$ cat config.mk
export PLATFORM = sky130hd
export DESIGN_NAME = hdmi_period_scheduler
export DESIGN_NICKNAME = d
export VERILOG_FILES = /design/src/rtl/hdmi_period_scheduler.sv
export SDC_FILE = /design/constraint.sdc
export NUM_CORES = 1
export LEC_CHECK = 0
export BUFFER_PORTS_ARGS = -buffer_cell sky130_fd_sc_hd__clkbuf_2
export CORE_AREA = 2 2 90 92
export DETAILED_ROUTE_END_ITERATION = 16
export DIE_AREA = 0 0 92 94
export GPL_TIMING_DRIVEN = 0
export PLACE_DENSITY = 0.52
export SETUP_SLACK_MARGIN = 0.02
export SLEW_MARGIN = 20
export SYNTH_ARGS = -nofsm -noshare
export SYNTH_HDL_FRONTEND = slang
export SYNTH_SLANG_ARGS = --single-unit
$ cat constraint.sdc
create_clock -name clk_pix -period 2.3 [get_ports clk_pix]
set_input_delay 0.345 -clock clk_pix [delete_from_list [all_inputs] [get_ports clk_pix]]
set_output_delay 0.345 -clock clk_pix [all_outputs]
set_load 0.03 [all_outputs]
$ cat src/rtl/hdmi_period_scheduler.sv
// HDMI period scheduler for the 640x480 TMDS path.
// Delays the timing signals by 11 cycles so each video period can be
// announced by an 8-cycle preamble and a 2-cycle guard band. It also grants
// data-island slots to one packet source during horizontal blanking.
module hdmi_period_scheduler #(
    parameter int ISL_START = 16,
    parameter int MAX_PKTS  = 2
) (
    input  logic       clk_pix,
    input  logic       rst_in,
    input  logic       de_in,
    input  logic       hsync_in,
    input  logic       vsync_in,
    input  logic       pkt_req,
    output logic       de_o,
    output logic       hsync_o,
    output logic       vsync_o,
    output logic [2:0] mode,
    output logic [3:0] ctl,
    output logic [4:0] pkt_idx,
    output logic       pkt_ack,
    output logic       err
);

    typedef enum logic [2:0] {
        CTRL     = 3'd0,
        VID_PRE  = 3'd1,
        VID_GB   = 3'd2,
        VIDEO    = 3'd3,
        ISL_PRE  = 3'd4,
        ISL_LGB  = 3'd5,
        ISL_DATA = 3'd6,
        ISL_TGB  = 3'd7
    } mode_t;

    localparam int         DLY         = 11;
    localparam logic [7:0] W_ISL_START = 8'(ISL_START);
    localparam logic [2:0] W_MAX_PKTS  = 3'(MAX_PKTS);

    // Each stage holds {de, hsync, vsync}; stage 1 sits in bits [2:0].
    logic [3*DLY-1:0] r_sr;
    logic [7:0]       r_blank_cnt;
    mode_t            r_mode;
    mode_t            w_mode_next;
    logic [2:0]       r_phase;
    logic [2:0]       w_phase_next;
    logic [4:0]       r_pkt_idx;
    logic [4:0]       w_idx_next;
    logic [2:0]       r_pkt_cnt;
    logic [2:0]       w_cnt_next;
    logic             r_err;
    logic             w_err_next;
    logic [3:0]       r_ctl;
    logic [3:0]       w_ctl_next;
    logic             r_ack;
    logic             w_ack_next;

    logic w_de_prev;
    logic w_de_s10;
    logic w_rise;

    assign w_de_prev = r_sr[2];
    assign w_de_s10  = r_sr[3*9+2];
    assign w_rise    = de_in & ~w_de_prev;

    assign de_o    = r_sr[3*DLY-1];
    assign hsync_o = r_sr[3*DLY-2];
    assign vsync_o = r_sr[3*DLY-3];
    assign mode    = r_mode;
    assign ctl     = r_ctl;
    assign pkt_idx = r_pkt_idx;
    assign pkt_ack = r_ack;
    assign err     = r_err;

    // Timing-signal delay line and blanking-length counter.
    always_ff @(posedge clk_pix) begin
        if (rst_in) begin
            r_sr        <= '0;
            r_blank_cnt <= 8'd0;
        end else begin
            r_sr <= {r_sr[3*(DLY-1)-1:0], de_in, hsync_in, vsync_in};
            if (de_o)
                r_blank_cnt <= 8'd0;
            else if (r_blank_cnt != 8'hFF)
                r_blank_cnt <= r_blank_cnt + 8'd1;
        end
    end

    // Period state register plus the outputs that must line up with it.
    always_ff @(posedge clk_pix) begin
        if (rst_in) begin
            r_mode    <= CTRL;
            r_phase   <= 3'd0;
            r_pkt_idx <= 5'd0;
            r_pkt_cnt <= 3'd0;
            r_err     <= 1'b0;
            r_ctl     <= 4'd0;
            r_ack     <= 1'b0;
        end else begin
            r_mode    <= w_mode_next;
            r_phase   <= w_phase_next;
            r_pkt_idx <= w_idx_next;
            r_pkt_cnt <= w_cnt_next;
            r_err     <= w_err_next;
            r_ctl     <= w_ctl_next;
            r_ack     <= w_ack_next;
        end
    end

    // Next period selection; a video start always wins over a running island.
    always_comb begin
        w_mode_next  = r_mode;
        w_phase_next = r_phase + 3'd1;
        w_idx_next   = 5'd0;
        w_cnt_next   = r_pkt_cnt;
        w_err_next   = r_err;
        case (r_mode)
            CTRL: begin
                w_phase_next = 3'd0;
                w_cnt_next   = 3'd0;
                if (w_rise)
                    w_mode_next = VID_PRE;
                else if (r_blank_cnt == W_ISL_START && pkt_req)
                    w_mode_next = ISL_PRE;
            end
            VID_PRE: begin
                if (r_phase == 3'd7) begin
                    w_mode_next  = VID_GB;
                    w_phase_next = 3'd0;
                end
            end
            VID_GB: begin
                if (r_phase == 3'd1) begin
                    w_mode_next  = VIDEO;
                    w_phase_next = 3'd0;
                end
            end
            VIDEO: begin
                // Stage 10 looks one cycle ahead so mode tracks de_o exactly.
                w_phase_next = 3'd0;
                if (!w_de_s10)
                    w_mode_next = CTRL;
            end
            ISL_PRE: begin
                if (r_phase == 3'd7) begin
                    w_mode_next  = ISL_LGB;
                    w_phase_next = 3'd0;
                end
            end
            ISL_LGB: begin
                if (r_phase == 3'd1) begin
                    w_mode_next  = ISL_DATA;
                    w_phase_next = 3'd0;
                    w_cnt_next   = 3'd1;
                end
            end
            ISL_DATA: begin
                w_phase_next = 3'd0;
                w_idx_next   = r_pkt_idx + 5'd1;
                if (r_pkt_idx == 5'd31) begin
                    w_idx_next = 5'd0;
                    if (pkt_req && r_pkt_cnt < W_MAX_PKTS)
                        w_cnt_next = r_pkt_cnt + 3'd1;
                    else
                        w_mode_next = ISL_TGB;
                end
            end
            ISL_TGB: begin
                if (r_phase == 3'd1) begin
                    w_mode_next  = CTRL;
                    w_phase_next = 3'd0;
                end
            end
            default: begin
                w_mode_next  = CTRL;
                w_phase_next = 3'd0;
            end
        endcase

        if (w_rise && r_mode[2]) begin
            w_err_next   = 1'b1;
            w_mode_next  = VID_PRE;
            w_phase_next = 3'd0;
            w_idx_next   = 5'd0;
        end

        case (w_mode_next)
            VID_PRE: w_ctl_next = 4'b0001;
            ISL_PRE: w_ctl_next = 4'b0101;
            default: w_ctl_next = 4'b0000;
        endcase
        w_ack_next = (w_mode_next == ISL_DATA) && (w_idx_next == 5'd0);
    end

endmodule

### After elaboration in Yosys (flattened, before gate mapping)

Cells that the tools add are included.

| storage, ports and cells | value |
|---|---|
| input bits | 6 |
| register bits after elaboration | 61 |

| cells by class | value |
|---|---|
| multiplexer cells | 23 |
| reductions and logical operators | 13 |
| bitwise logic cells | 2 |
| $lt $le $gt $ge | 1 |
| equality and inequality tests | 18 |
| $add $sub $neg | 4 |

Operator list:

| kind | number |
|---|---|
| $mux 3 | 16 |
| $pmux 3 s8 | 1 |
| $eq 3x3->1 const B | 7 |
| $pmux 3 s3 | 2 |
| $mux 5 | 3 |
| $eq 3x1->1 const B | 3 |
| $add 8x1->8 const B | 1 |
| $eq 8x5->1 const B | 1 |
| $ne 8x8->1 const B | 1 |
| $add 3x1->3 const B | 2 |
| $eq 3x2->1 const B | 2 |
| $ne 2x2->1 const B | 3 |
| $pmux 3 s2 | 1 |
| $reduce_or 2->1 | 3 |
| $reduce_or 3->1 | 2 |
| $add 5x1->5 const B | 1 |
| $eq 5x5->1 const B | 1 |
| $logic_not 5->1 | 1 |
| $logic_and 1x1->1 | 4 |
| $reduce_and 4->1 | 1 |
| $logic_not 3->1 | 1 |
| $lt 3x2->1 const B | 1 |
| $reduce_bool 3->1 | 1 |
| $and 1x1->1 | 1 |
| $not 1->1 | 1 |

### Depth between registers and ports, before layout

Gate-level depths: netlist of the first run.

| logic depth | value |
|---|---|
| word-level depth | 8 |
| gate-level depth with buffers | 8 |

### Worst setup path before layout of the first run

Ideal clock, no wire load.

| path | value |
|---|---|
| kind | flip-flop to flip-flop |
| start | register r_pkt_idx[1] (netlist: pkt_idx[1]) |
| end | register r_ctl[0] (netlist: ctl[0]) |
| arrival time | 1.834 ns |
| library setup time | 0.132 ns |
| buffers on the path | 0 |
| cell stages (with the launch flop) | 9 |
| setup slack | 0.334 ns |
| data required time | 2.168 ns |
| path through | dfxtp_1 ha_1 and3_1 ha_1 nand2_1 a211o_1 nand4_2 xor2_1 nor3_1 |

| between the ends | value |
|---|---|
| word-level cells in the longest chain between the ends | 6 |

RTL lines:

| element | line | text |
|---|---|---|
| start: declaration | 47 | `logic [4:0] r_pkt_idx;` |
| start signal: assignment | 102 | `r_pkt_idx <= w_idx_next;` |
| $eq 5x5->1 (*) | 160 | `if (r_pkt_idx == 5'd31) begin` |
| $mux 3 (*) | 160 |  |
| $pmux 3 s8 (*) | 117 | `case (r_mode)` |
| $mux 3 (*) | 180 | `if (w_rise && r_mode[2]) begin` |
| $eq 3x3->1 or $eq 3x1->1 (tied branches) | 187 | `case (w_mode_next)` |
| $pmux 3 s2 (*) | 187 |  |
| end signal: assignment | 105 | `r_ctl <= w_ctl_next;` |
| end: declaration | 53 | `logic [3:0] r_ctl;` |

Every way passes the cells marked *; elsewhere a longest branch is shown, timed or not.
A chain may end at the register's enable or synchronous reset.

### Worst setup path in the final report of the first run

| path | value |
|---|---|
| start | register r_pkt_idx[0] (netlist: pkt_idx[0]) |
| end | register r_ctl[0] (netlist: ctl[0]) |

The elaborated chain is that of the path after synthesis.

==> flow_summary.ini, run 1 <==
[critical_path]
slowest_delay_ps = 400
cp_top_family = adder cells
crit_type = reg -> reg
critPathLaunch = pkt_idx[0]$_SDFF_PP0_
timing.rr.start = pkt_idx[0]$_SDFF_PP0_
worstPathMaxFanout = 6
worstSetupStartpointType = flip-flop
crit_chain = ha_1 -> and3_1 -> ha_1 -> nand2_1 -> a211o_1 -> nand4_2 -> xor2_1 -> nor3_1
cp_common_cell = ha_1
cp.arrival_ps = 2180
endpoint_kind = flip-flop
required_ps = 2500
slowest_stage = dfxtp_1
worstPathBufferInverterCount = 0

[global_routing]
grt_max_degree = 11
met1_usage_pct = 12.63
grt_pass1_vias = 1433
antenna_found_initial = 0
grt_pass1_wl_mm = 6.596
gr-usage-met2_pct = 14.40
grtUsageTotal_pct = 9.865
met3_usage_pct = 3.933
grt-ovfl-total = 0
grt_busiest_layer = met2

[pwr]
p_per_area_mw_per_mm2 = 737.3
leakage_uw = 0.001057
peakVddDrop_uv = 329.1

[timing]
rsz0062_at_grt = false
hold_viol_final = 0
fin_crit_ps = 1983
finalMaxSlewViolations = 0
setup_tns_ps = 0
fmax_ghz = 0.5044
fin_crit_sh_pct = 86.20
setup_violations = 0
finClkSkew_ps = 7.078

[placement]
placed_area_mm2 = 0.002471
hpwl_mm = 2.853
portBuffers = 20
routabilityCongestion = 0.7906

[logic_synthesis]
synthCells = 229
syn_area_mm2 = 0.002240
synth_cell_types = 45
postSynthAreaPerCell_um2 = 9.780
async_reset_ff_share_pct = 0
yosysWarnings = 0
synth_edf_count = 0
seq_area_frac_synth_pct = 52.74
synth-seq-cells = 59
ys.flop_type = dfxtp_1

[finish]
final_common_cell = dfxtp_1
fin_area_mm2 = 0.002639
layout_common_cells = dfxtp_1, nor2b_1, clkbuf_2, nor2_1, nor3_1
finalNetCount = 275
area_growth_pct = 17.82
drive_above_1_share_pct = 16.98
num_antenna_cells = 0

[status]
outcome = complete, no violations

[routing]
drt_wl_total_mm = 3.989
antenna_left = 0
drt_iter0_markers = 69
wire_per_inst_um = 10.87
viasPerCell = 4.420
route.detailed.drc = 0
dr.pass1.iters = 4
vias = 1622

[clocking]
clock_latency_ps = 330
ctsLongestPathBuffers = 2
clk_pin_slew_ps = 70
cts_tree = yes
clockRootBuffer = clkbuf_8
cts_made_buffers = 9
postCtsSetupRepairBufs = 0
cts.sinks = 59
cts_hold_buf = 0
ctsResizeCount = 0
h-tree-depth = 3

[floorplan]
initial_core_util_pct = 29.44
rows = 32
num_io_pins = 23
core-area_mm2 = 0.007607
die_area_mm2 = 0.008648
die_w_um = 92
die_h_um = 94

[flow_run]
maxCapViolCount = 0

[min_path]
worstHoldStart = hsync_in
hold_path.class = in -> reg
metrics by stage:
step           power, uW  setup WS [ps]  utilization, %  hold WS [ps]  cells
3_3_place_gp        1171          295.3           32.48         417.0    352
5_1_grt             2026          157.2           34.69         207.4    367
4_1_cts             1974          280.7           34.69         206.5    367
2_1_floorplan       1143          334.4               -         413.8    230
3_5_place_dp        1170          314.4           32.48         423.1    352
6_report            1946          317.4           34.69         223.9    367
report_power, final:
part	leakage [uW]	switching [uW]	internal, uW	total, uW
combinational	0.000495	60.2	36.8	97.0
sequential	0.000478	10.0	1040	1050
clock	0.0000839	392	407	800
total	0.00106	463	1480	1950
kinds of logic (layout without fill, tap and decap cells):
group           after synthesis  in the layout  share of synthesized area, %
other cells                   1              2                        0.1674
fa+ha+maj                     8              8                         4.469
xor+xnor                      6              6                         2.347
buf+inv                      15             50                         3.016
flops                        59             59                         52.74
simple gates                105            105                         26.65
mux                           3              3                         1.341
compound gates               32             32                         9.274
cells in the mapped netlist (4+ instances only):
cell / count / share of area (%)
nor2b_1: 39 / 11
nor3_1: 11 / 2.5
dfxtp_1: 59 / 53
a21oi_1: 9 / 2.0
clkbuf_1: 5 / 0.84
a31oi_1: 5 / 1.4
nand2b_1: 4 / 1.1
ha_1: 8 / 4.5
nor2_1: 17 / 2.8
inv_1: 4 / 0.67
nand4_1: 4 / 1.1
nand2_1: 8 / 1.3
o21ai_0: 6 / 1.3
final cells by class:
| class | instances | area (um2) |
|---|---|---|
| multi-input combinational | 156 | 994.7 |
| clock buffer | 10 | 137.6 |
| tap | 102 | 127.6 |
| timing repair buffer | 20 | 100.1 |
| clock inverter | 5 | 30.03 |
| buffer | 11 | 52.55 |
| fill | 801 | 4969 |
| sequential | 59 | 1181 |
| inverter | 4 | 15.01 |
final timing paths:
check / to / slack (ps) / cells after the start
max: ctl[0]$_SDFF_PP0_ / 320 / 8
min: r_sr[1]$_SDFF_PP0_ / 220 / 2
max reg2reg: ctl[0]$_SDFF_PP0_ / 320 / 8
min reg2reg: r_sr[30]$_SDFF_PP0_ / 430 / 1
routing by layer:
metal / vias to the layer above / routed length [um]
li1: 841 / -
met1: 742 / 1986
met2: 33 / 1726
met3: 6 / 203
met4: 0 / 74
met5: - / 0
state kept, by name (all words and copies together), names as in the netlist:
register     cells
r_blank_cnt      8
r_phase          3
mode             3
pkt_ack          1
r_pkt_cnt        3
ctl              2
pkt_idx          5
err              1
r_sr            33
(Power assumes the default switching activity.)
==> inputs of run 2 (changes only) <==
--- a/config.mk
+++ b/config.mk
@@ -10,7 +10,7 @@
 export DETAILED_ROUTE_END_ITERATION = 16
 export DIE_AREA = 0 0 92 94
 export GPL_TIMING_DRIVEN = 0
-export PLACE_DENSITY = 0.52
+export PLACE_DENSITY = 0.54
 export SETUP_SLACK_MARGIN = 0.02
 export SLEW_MARGIN = 20
 export SYNTH_ARGS = -nofsm -noshare
==> constraint.sdc (replaced) <==
create_clock -name clk_pix -period 1.65 [get_ports clk_pix]
set_input_delay 0.2475 -clock clk_pix [delete_from_list [all_inputs] [get_ports clk_pix]]
set_output_delay 0.2475 -clock clk_pix [all_outputs]
set_load 0.03 [all_outputs]
==> flow_summary.ini, run 2 (synthesized netlist as in run 1, its figures left out) <==
[finish]
finalNetCount = 282
fill_cells = 794
multiInputGateArea_mm2 = 0.001069
largest_register_ffs = 33
final_common_cell = dfxtp_1
drive_above_1_share_pct = 27.31
regArea_mm2 = 0.001202
area_growth_pct = 24.80
utilization_pct = 36.74
fin_area_mm2 = 0.002795
layout_common_cells = dfxtp_1, nor2b_1, clkbuf_2, nor2_1
num_antenna_cells = 0
regMostFlops = r_sr

[pwr]
p_total_uw = 2724
peakVddDrop_uv = 632.2
p_sw_share_pct = 22.74
pwr-share-comb_pct = 5.4
leakage_uw = 0.001104
p_clk_share_pct = 41.1
p_per_area_mw_per_mm2 = 974.5
power_frac_seq_pct = 53.6
p_switching_uw = 619.3
internal-power_uw = 2105

[global_routing]
antenna_found_initial = 0
grt-ovfl-total = 0
grtUsageTotal_pct = 10.57
grt_pass1_vias = 1552
grt_pass1_wl_mm = 7.120
grt_max_degree = 11

[critical_path]
worstSetupStartpointType = flip-flop
worstPathMaxFanout = 3
crit_chain = or4_4 -> o31a_1 -> nor3_2 -> o311a_1
cp_top_family = simple AND/OR/NAND/NOR gates
crit_type = reg -> reg
worstPathBufferInverterCount = 0
rrSetupSlack_ps = -30
endpoint_kind = flip-flop
r2r_end = pkt_ack$_SDFF_PP0_
r2r_cells = 4
cp.arrival_ps = 1950
required_ps = 1920
timing.rr.start = r_blank_cnt[3]$_SDFFE_PP0P_
slowest_delay_ps = 520
slowest_stage = or4_4

[timing]
whs_ps = 133.6
rsz0062_at_grt = true
fin_crit_ps = 1679
fmax_ghz = 0.5955
hold_viol_final = 0
finClkSkew_ps = 4.280
setup_violations = 1
fin_crit_sh_pct = 101.8
finalMaxSlewViolations = 0
fin_ws_ps = -29.31

[status]
outcome = finished with violations
violations = setup timing

[floorplan]
rows = 32
core-area_mm2 = 0.007607
die_area_mm2 = 0.008648
die_h_um = 94
initial_core_util_pct = 29.44
die_w_um = 92
num_io_pins = 23

[clocking]
ctsLongestPathBuffers = 2
clockRootBuffer = clkbuf_8
cts_made_buffers = 9
cts_hold_buf = 0
cts.sinks = 59
clock_latency_ps = 330
cts_tree = yes
h-tree-depth = 3
clk_pin_slew_ps = 60

[routing]
drt_iter0_markers = 35
antenna_left = 0
dr_wl_met2_mm = 1.924
wire_per_inst_um = 11.21
drt_wl_total_mm = 4.180
route.detailed.drc = 0
viasPerCell = 4.464
vias = 1665
top_layer = met4
wl_met1_mm = 2.042
met3WireLength_um = 177
dr.pass1.iters = 4

[placement]
placed_area_mm2 = 0.002499
hpwl_mm = 2.875
portBuffers = 20
routabilityCongestion = 0.7630
place_ws_ps = -121.3

[min_path]
hold_path_depth = 2
hold_path.class = in -> reg
hold_end = r_sr[1]$_SDFF_PP0_
worstHoldStart = hsync_in

[flow_run]
maxCapViolCount = 0
==> run 2: cell count changes in the layout (fill, tap and decap cells not counted), moves of 3 or more <==
cell	before	now
dfxtp_1	59	48
buf_4	2	11
dfxtp_2	0	8
ha_1	8	3
dfxtp_4	0	3
ha_4	0	3
==> run 2: routing by layer <==
layer  global-route usage (%)  up-vias
li1                         -      859
met1                    13.30      781
met2                    15.69       23
met3                    5.217        2
met4                    3.731        0
met5                        0        -
==> run 2: how the worst max path moves through the flow <==
stage,from,endpoint,slack (ps),cells past startpoint
final,r_blank_cnt[3]$_SDFFE_PP0P_,pkt_ack$_SDFF_PP0_,-30,4
after global routing,r_blank_cnt[3]$_SDFFE_PP0P_,pkt_ack$_SDFF_PP0_,-80,4
after CTS,pkt_idx[1]$_SDFF_PP0_,pkt_ack$_SDFF_PP0_,-1,8
after detailed placement,r_phase[0]$_SDFF_PP0_,ctl[0]$_SDFF_PP0_,-120,7
after global placement,r_phase[0]$_SDFF_PP0_,ctl[0]$_SDFF_PP0_,-80,7
after floorplan,pkt_idx[1]$_SDFF_PP0_,ctl[0]$_SDFF_PP0_,30,8
==> run 2: power groups by stage <==
stage / logic, uW / clock network [uW] / registers (uW)
after global placement: 137 / 0 / 1490
after global routing: 164 / 1220 / 1460
after detailed placement: 137 / 0 / 1490
after CTS: 141 / 1160 / 1460
after floorplan: 95.1 / 0 / 1500
final: 146 / 1120 / 1460
==> run 2: timing repair <==
item,CTS,global route
setup endpoints to repair,7,10
buffers inserted,4,3
gates resized for setup,11,16
pin swaps,4,6
==> run 2: layout make-up <==
cell class	count	area share (%)
Buffer	11	2.238
Tap cell	102	4.566
Timing Repair Buffer	27	5.461
Inverter	4	0.5372
Clock inverter	3	0.5372
Clock buffer	11	5.416
Multi-Input combinational cell	156	38.23
Sequential cell	59	43.02
==> run 2: through the flow <==
stage / TNS (ps) / std cells
floorplan: 0 / 230
global placement: -210.5 / 352
detailed placement: -279.7 / 352
CTS: -1.484 / 370
global route: -176.8 / 373
finish: -29.31 / 373
